**src/rtl/nios_system_mem_copier.sv**
```systemverilog
// Avalon-MM block-copy engine: reads a word from the on-chip RAM, then writes it back
// at the destination pointer. Each word takes three cycles. Software controls it through a 4-word CSR slave.
module nios_system_mem_copier #(
  parameter int ADDR_W = 13,
  parameter int DATA_W = 32,
  parameter int LEN_W  = 14
) (
  input  logic                  clk,
  input  logic                  reset,
  input  logic [1:0]            csr_address,
  input  logic                  csr_chipselect,
  input  logic                  csr_write,
  input  logic                  csr_read,
  input  logic [31:0]           csr_writedata,
  output logic [31:0]           csr_readdata,
  output logic                  irq,
  output logic [ADDR_W-1:0]     mem_address,
  output logic [DATA_W/8-1:0]   mem_byteenable,
  output logic                  mem_chipselect,
  output logic                  mem_write,
  output logic [DATA_W-1:0]     mem_writedata,
  output logic                  mem_clken,
  input  logic [DATA_W-1:0]     mem_readdata
);

  typedef enum logic [1:0] {S_IDLE, S_RD, S_CAP, S_WR} state_t;

  state_t              state_q, state_d;
  logic [ADDR_W-1:0]   src_q, src_d, dst_q, dst_d;
  logic [LEN_W-1:0]    len_q, len_d;
  logic                irq_en_q, irq_en_d, done_q, done_d;
  logic [ADDR_W-1:0]   rd_ptr_q, rd_ptr_d, wr_ptr_q, wr_ptr_d;
  logic [LEN_W-1:0]    remaining_q, remaining_d;
  logic [DATA_W-1:0]   buf_q, buf_d;
  logic [ADDR_W-1:0]   addr_hold_q, addr_hold_d;
  logic                csr_wr_en, go, busy;
  logic [ADDR_W-1:0]   mem_addr_c;

  // csr_read has no side effects; the upper write-data bits are don't-care
  logic unused_csr;
  assign unused_csr = &{1'b0, csr_read, csr_writedata};

  assign csr_wr_en      = csr_chipselect & csr_write;
  assign go             = csr_wr_en && (csr_address == 2'd3) && csr_writedata[0];
  assign busy           = (state_q != S_IDLE);
  assign irq            = done_q & irq_en_q;
  assign mem_byteenable = '1;
  assign mem_clken      = 1'b1;
  assign mem_chipselect = (state_q == S_RD) || (state_q == S_WR);
  assign mem_write      = (state_q == S_WR);
  assign mem_writedata  = buf_q;
  assign mem_address    = mem_addr_c;

  always_comb begin
    case (state_q)
      S_RD:    mem_addr_c = rd_ptr_q;
      S_WR:    mem_addr_c = wr_ptr_q;
      default: mem_addr_c = addr_hold_q;
    endcase
  end

  always_comb begin
    csr_readdata = '0;
    case (csr_address)
      2'd0:    csr_readdata = 32'(src_q);
      2'd1:    csr_readdata = 32'(dst_q);
      2'd2:    csr_readdata = 32'(len_q);
      default: csr_readdata = {29'd0, done_q, irq_en_q, busy};
    endcase
  end

  always_comb begin
    state_d     = state_q;
    src_d       = src_q;
    dst_d       = dst_q;
    len_d       = len_q;
    irq_en_d    = irq_en_q;
    done_d      = done_q;
    rd_ptr_d    = rd_ptr_q;
    wr_ptr_d    = wr_ptr_q;
    remaining_d = remaining_q;
    buf_d       = buf_q;
    addr_hold_d = mem_addr_c;

    // Programmed registers are frozen while a copy runs so reads show what software set
    if (csr_wr_en && !busy) begin
      case (csr_address)
        2'd0:    src_d = csr_writedata[ADDR_W-1:0];
        2'd1:    dst_d = csr_writedata[ADDR_W-1:0];
        2'd2:    len_d = csr_writedata[LEN_W-1:0];
        default: ;
      endcase
    end
    if (csr_wr_en && (csr_address == 2'd3)) begin
      irq_en_d = csr_writedata[1];
      if (csr_writedata[2]) done_d = 1'b0;
    end

    case (state_q)
      S_IDLE: begin
        if (go) begin
          if (len_q != '0) begin
            rd_ptr_d    = src_q;
            wr_ptr_d    = dst_q;
            remaining_d = len_q;
            done_d      = 1'b0;
            state_d     = S_RD;
          end else begin
            done_d = 1'b1;
          end
        end
      end
      S_RD:  state_d = S_CAP;
      S_CAP: begin
        buf_d    = mem_readdata;
        rd_ptr_d = rd_ptr_q + ADDR_W'(1);
        state_d  = S_WR;
      end
      S_WR: begin
        wr_ptr_d    = wr_ptr_q + ADDR_W'(1);
        remaining_d = remaining_q - LEN_W'(1);
        if (remaining_q == LEN_W'(1)) begin
          done_d  = 1'b1;
          state_d = S_IDLE;
        end else begin
          state_d = S_RD;
        end
      end
      default: state_d = S_IDLE;
    endcase
  end

  always_ff @(posedge clk or posedge reset) begin
    if (reset) begin
      state_q     <= S_IDLE;
      src_q       <= '0;
      dst_q       <= '0;
      len_q       <= '0;
      irq_en_q    <= 1'b0;
      done_q      <= 1'b0;
      rd_ptr_q    <= '0;
      wr_ptr_q    <= '0;
      remaining_q <= '0;
      buf_q       <= '0;
      addr_hold_q <= '0;
    end else begin
      state_q     <= state_d;
      src_q       <= src_d;
      dst_q       <= dst_d;
      len_q       <= len_d;
      irq_en_q    <= irq_en_d;
      done_q      <= done_d;
      rd_ptr_q    <= rd_ptr_d;
      wr_ptr_q    <= wr_ptr_d;
      remaining_q <= remaining_d;
      buf_q       <= buf_d;
      addr_hold_q <= addr_hold_d;
    end
  end

endmodule

```
**config.mk**
```make
export PLATFORM = sky130hd
export DESIGN_NAME = nios_system_mem_copier
export DESIGN_NICKNAME = d
export VERILOG_FILES = /design/src/rtl/nios_system_mem_copier.sv
export SDC_FILE = /design/constraint.sdc
export NUM_CORES = 1
export LEC_CHECK = 0
export CELL_PAD_IN_SITES_DETAIL_PLACEMENT = 0
export CELL_PAD_IN_SITES_GLOBAL_PLACEMENT = 2
export CORE_MARGIN = 4
export CORE_UTILIZATION = 34
export DETAILED_ROUTE_END_ITERATION = 7
export GPL_TIMING_DRIVEN = 0
export PLACE_DENSITY_LB_ADDON = 0.1
export SYNTH_ARGS = -nofsm -noshare
export SYNTH_HDL_FRONTEND = slang
export SYNTH_SLANG_ARGS = --single-unit
```
**constraint.sdc**
```tcl
create_clock -name clk -period 8.9 [get_ports clk]
set_clock_uncertainty 0.2 [all_clocks]
set_input_delay 2.67 -clock clk [delete_from_list [all_inputs] [get_ports clk]]
set_output_delay 2.67 -clock clk [all_outputs]
set_load 0.02 [all_outputs]
```
==> metrics.txt <==
# TYPE chip_impl_metric gauge
chip_impl_info{name="outcome",value="finished clean"} 1
chip_impl_metric{name="placement_rows",unit=""} 51
chip_impl_info{name="worst-setup-path-type",value="in -> out"} 1
chip_impl_metric{name="max-vdd-ir-drop",unit="V"} 0.000118
chip_impl_metric{name="worst_skew_pair.late_latency",unit="ns"} 0.42
chip_impl_metric{name="post_route_cells_drive_above_1_share",unit=""} 0.201
chip_impl_metric{name="drc_violations_left",unit=""} 0
chip_impl_metric{name="worst_hold_margin",unit="ns"} 0.276
chip_impl_metric{name="p_comb_frac",unit=""} 0.069
chip_impl_info{name="worst_path_top_cell_family_by_delay",value="buffers and inverters"} 1
chip_impl_metric{name="achievable-frequency",unit="GHz"} 0.125
chip_impl_metric{name="critical_path_required",unit="ns"} 6.03
chip_impl_info{name="mostFrequentLayoutCell",value="sky130_fd_sc_hd__dfrtp_1"} 1
chip_impl_metric{name="power_frac_seq",unit=""} 0.413
chip_impl_metric{name="placeableCoreArea",unit="um2"} 19700
chip_impl_metric{name="cts.clk_slew.worst_paths",unit="ns"} 0.06
chip_impl_info{name="crit_path_frequent_cell",value="sky130_fd_sc_hd__clkdlybuf4s50_1"} 1
chip_impl_info{name="postSynth.topFlopCell",value="sky130_fd_sc_hd__dfrtp_1"} 1
chip_impl_metric{name="clkPwrFrac",unit=""} 0.519
chip_impl_metric{name="setup_total_negative_slack",unit="ns"} 0
chip_impl_metric{name="top_ports",unit=""} 156
chip_impl_metric{name="slew-limit-headroom",unit=""} 0.463
chip_impl_metric{name="detail_route.iter0.violations",unit=""} 459
chip_impl_metric{name="cts-buffers-inserted",unit=""} 17
chip_impl_metric{name="post_synth_num_cell_types",unit=""} 76
chip_impl_metric{name="port-buffer-count",unit=""} 113
chip_impl_info{name="start_kind",value="primary input"} 1
chip_impl_metric{name="synthArstFlopShare",unit=""} 1.00
chip_impl_metric{name="power-per-cell-area",unit="nW/um2"} 160
chip_impl_metric{name="power_switching_share",unit=""} 0.245
chip_impl_info{name="worst_hold_class",value="reg -> reg"} 1
chip_impl_metric{name="start_util",unit=""} 0.350
chip_impl_info{name="timing.critical_path.slowest_stage_cell",value="sky130_fd_sc_hd__clkdlybuf4s50_1"} 1
chip_impl_metric{name="maximum_capacitance_violations",unit=""} 0
chip_impl_metric{name="wirelength",unit="um"} 23000
chip_impl_metric{name="p_sw",unit="uW"} 355
chip_impl_metric{name="grt_util_all_layers",unit=""} 0.209
chip_impl_metric{name="worst-slew-pin-transition",unit="ns"} 0.806
chip_impl_metric{name="number_of_clock_sinks_seen_by_cts",unit=""} 129
chip_impl_metric{name="setup-violations-final",unit=""} 0
chip_impl_metric{name="leakagePower",unit="nW"} 3.92
chip_impl_metric{name="grt_start_max_net_pins",unit=""} 84
chip_impl_metric{name="postSynthCellCount",unit=""} 669
chip_impl_metric{name="global_route_wire_length_before_repair",unit="um"} 35800
chip_impl_metric{name="grt_pass1_vias",unit=""} 6053
chip_impl_info{name="final_cell_mix",value="sky130_fd_sc_hd__dfrtp_1 (129), sky130_fd_sc_hd__clkdlybuf4s50_1 (113), sky130_fd_sc_hd__nand2_1 (81), sky130_fd_sc_hd__mux2_2 (70), sky130_fd_sc_hd__nor2_1 (38)"} 1
chip_impl_metric{name="synth-seq-cells",unit=""} 129
chip_impl_metric{name="cts-root-to-sink-buffers",unit=""} 2
chip_impl_info{name="crit_path_cell_trace",value="clkdlybuf4s50_1 > buf_4 > buf_1 > mux2i_1 > o21ai_0 > clkdlybuf4s50_1"} 1
chip_impl_metric{name="holdBufCountCts",unit=""} 0
chip_impl_metric{name="post-route-min-period",unit="ns"} 8.00
chip_impl_metric{name="antenna_violations_before_repair",unit=""} 0
chip_impl_metric{name="finalInstanceArea",unit="um2"} 9100
chip_impl_metric{name="remaining_number_of_nets_flagged_by_the_antenna_check_after_routing",unit=""} 0
chip_impl_metric{name="synth.cell_area",unit="um2"} 6900
chip_impl_info{name="clk_root_buffer_cell",value="sky130_fd_sc_hd__clkbuf_16"} 1
chip_impl_metric{name="drt-wirelength-per-cell",unit="um"} 20.9
chip_impl_metric{name="synth-seq-area-share",unit=""} 0.468
chip_impl_metric{name="worst_ep_arrival_time",unit="ns"} 5.13
chip_impl_metric{name="timing_hold_violations_final",unit=""} 0
chip_impl_metric{name="first_pass_iters",unit=""} 6
chip_impl_metric{name="detailedPlacementHpwl",unit="um"} 16900
chip_impl_info{name="cts_tree",value="yes"} 1
chip_impl_metric{name="critical_path_buf_inv_count",unit=""} 4
chip_impl_metric{name="finalWeightedCongestion",unit=""} 0.861
chip_impl_metric{name="num-nets-final",unit=""} 903
chip_impl_metric{name="fill_cells",unit=""} 1873
chip_impl_metric{name="die_area",unit="um2"} 22600
chip_impl_metric{name="die_w",unit="um"} 150
chip_impl_metric{name="flow.area_growth_from_synthesis",unit="%"} 31.8
chip_impl_metric{name="cts.repair.resized",unit=""} 0
chip_impl_info{name="yosys.area.top_type",value="sky130_fd_sc_hd__dfrtp_1"} 1
chip_impl_metric{name="critical_path.max_fanout",unit=""} 10
chip_impl_metric{name="dpl_cell_area",unit="um2"} 8480
chip_impl_info{name="rsz0062_at_grt",value="no"} 1
chip_impl_metric{name="die_height",unit="um"} 150
chip_impl_metric{name="post-cts-setup-buffer-count",unit=""} 0
chip_impl_metric{name="congestion_overflow_gr",unit=""} 0
chip_impl_metric{name="drt-vias-per-instance",unit=""} 5.40
chip_impl_metric{name="cellInternalPower",unit="mW"} 1.10
chip_impl_metric{name="max_stage_delay",unit="ns"} 0.70
chip_impl_metric{name="total_power",unit="mW"} 1.45
chip_impl_metric{name="synth_top_area_frac",unit=""} 0.468
chip_impl_metric{name="htree_num_levels",unit=""} 4
chip_impl_info{name="synth.top_cells.by_area",value="sky130_fd_sc_hd__dfrtp_1 (47%), sky130_fd_sc_hd__mux2_2 (11%), sky130_fd_sc_hd__nand2_1 (4.4%)"} 1
chip_impl_info{name="cp-end-kind",value="output pin"} 1
chip_impl_metric{name="period_share",unit=""} 0.899
chip_impl_metric{name="synth_edf_count",unit=""} 0
chip_impl_metric{name="route.vias.total",unit=""} 5945
chip_impl_metric{name="post_synth.cell_area_avg",unit="um2"} 10.3
chip_impl_metric{name="antenna-diode-count",unit=""} 0
chip_impl_metric{name="yosys_warnings",unit=""} 0
chip_impl_metric{name="slew_violations",unit=""} 0
-- final cells by class --
cell class	instances	area (um2)	area share
multi-input combinational	476	3290	0.361
sequential	129	3230	0.355
timing repair buffer	114	1160	0.127
clock buffer	18	429	0.0472
buffer	64	387	0.0425
tap	265	332	0.0364
clock inverter	14	193	0.0212
inverter	21	83.8	0.00921
-- flip-flops by register name (all words and copies together) (netlist names) --
register	cells
addr_hold_q	13
done_q	1
dst_q	13
irq_en_q	1
len_q	14
mem_writedata	32
rd_ptr_q	13
remaining_q	14
src_q	13
state_q	2
wr_ptr_q	13
-- kinds of logic after synthesis --
| group | after synthesis | synth area share |
|---|---|---|
| other cells | 2 | 0.00109 |
| compound gates | 140 | 0.146 |
| fa+ha+maj | 9 | 0.0163 |
| mux | 87 | 0.144 |
| flops | 129 | 0.468 |
| buf+inv | 85 | 0.0674 |
| simple gates | 217 | 0.157 |
-- tightest hold or removal path: cells and delay by family (launching register included) --
family | cells | cell delay [ns]
and+or+nand+nor | 2 | 0.11
DFF | 1 | 0.32
-- metrics by stage --
step	instances	utilization	setup slack, ns
final	1101	0.461	0.901
after global routing	1101	0.461	0.784
after CTS	1101	0.461	0.918
after detailed placement	1069	0.430	0.952
after global placement	1068	0.428	0.503
after floorplan	690	-	2.17
-- power groups by stage --
| stage | Clock (mW) | Sequential, mW | Combinational (mW) |
|---|---|---|---|
| global route | 0.796 | 0.600 | 0.108 |
| global placement | 0 | 0.610 | 0.0978 |
| floorplan | 0 | 0.619 | 0.0400 |
| finish | 0.753 | 0.599 | 0.0998 |
| CTS | 0.766 | 0.599 | 0.101 |
| detailed placement | 0 | 0.610 | 0.101 |
-- Yosys cell counts, types with 3 or more instances --
master,number
sky130_fd_sc_hd__a211oi_1,3
sky130_fd_sc_hd__a21oi_1,20
sky130_fd_sc_hd__a221o_1,3
sky130_fd_sc_hd__a22oi_1,11
sky130_fd_sc_hd__a31oi_1,7
sky130_fd_sc_hd__a32oi_1,8
sky130_fd_sc_hd__a41oi_1,5
sky130_fd_sc_hd__and2_1,3
sky130_fd_sc_hd__and3_1,5
sky130_fd_sc_hd__and4_1,3
sky130_fd_sc_hd__buf_1,5
sky130_fd_sc_hd__buf_2,5
sky130_fd_sc_hd__buf_4,28
sky130_fd_sc_hd__buf_6,4
sky130_fd_sc_hd__clkbuf_1,20
sky130_fd_sc_hd__dfrtp_1,129
sky130_fd_sc_hd__ha_1,9
sky130_fd_sc_hd__inv_1,18
sky130_fd_sc_hd__mux2_2,70
sky130_fd_sc_hd__mux2i_1,14
sky130_fd_sc_hd__mux4_2,3
sky130_fd_sc_hd__nand2_1,81
sky130_fd_sc_hd__nand3_1,18
sky130_fd_sc_hd__nand4_1,15
sky130_fd_sc_hd__nor2_1,38
sky130_fd_sc_hd__nor3_1,29
sky130_fd_sc_hd__nor4_2,5
sky130_fd_sc_hd__o211ai_1,3
sky130_fd_sc_hd__o21ai_0,30
sky130_fd_sc_hd__o21ai_1,3
sky130_fd_sc_hd__o22a_1,10
sky130_fd_sc_hd__o22ai_1,5
sky130_fd_sc_hd__or4_1,3
-- path summary, 6_finish.rpt --
check | start | end | slack (ns) | cells past startpoint
max | csr_address[1] | csr_readdata[7] | 0.90 | 6
min in group asynchronous | reset | mem_writedata[17]$_DFFE_PP0P_ | 2.44 | 2
max reg2reg | state_q[0]$_DFFE_PP0P_ | src_q[5]$_DFFE_PP0P_ | 6.07 | 7
max in group asynchronous | reset | addr_hold_q[1]$_DFF_PP0_ | 5.27 | 3
min reg2reg | addr_hold_q[11]$_DFF_PP0_ | addr_hold_q[11]$_DFF_PP0_ | 0.28 | 2
min | addr_hold_q[11]$_DFF_PP0_ | addr_hold_q[11]$_DFF_PP0_ | 0.28 | 2
-- per-layer routing --
metal	global-route usage	vias up	wire length [um]
li1	-	2729	-
met1	0.277	2963	10100
met2	0.328	222	10700
met3	0.0686	31	1810
met4	0.0563	0	402
met5	0	-	0
(Power assumes the default switching activity.)
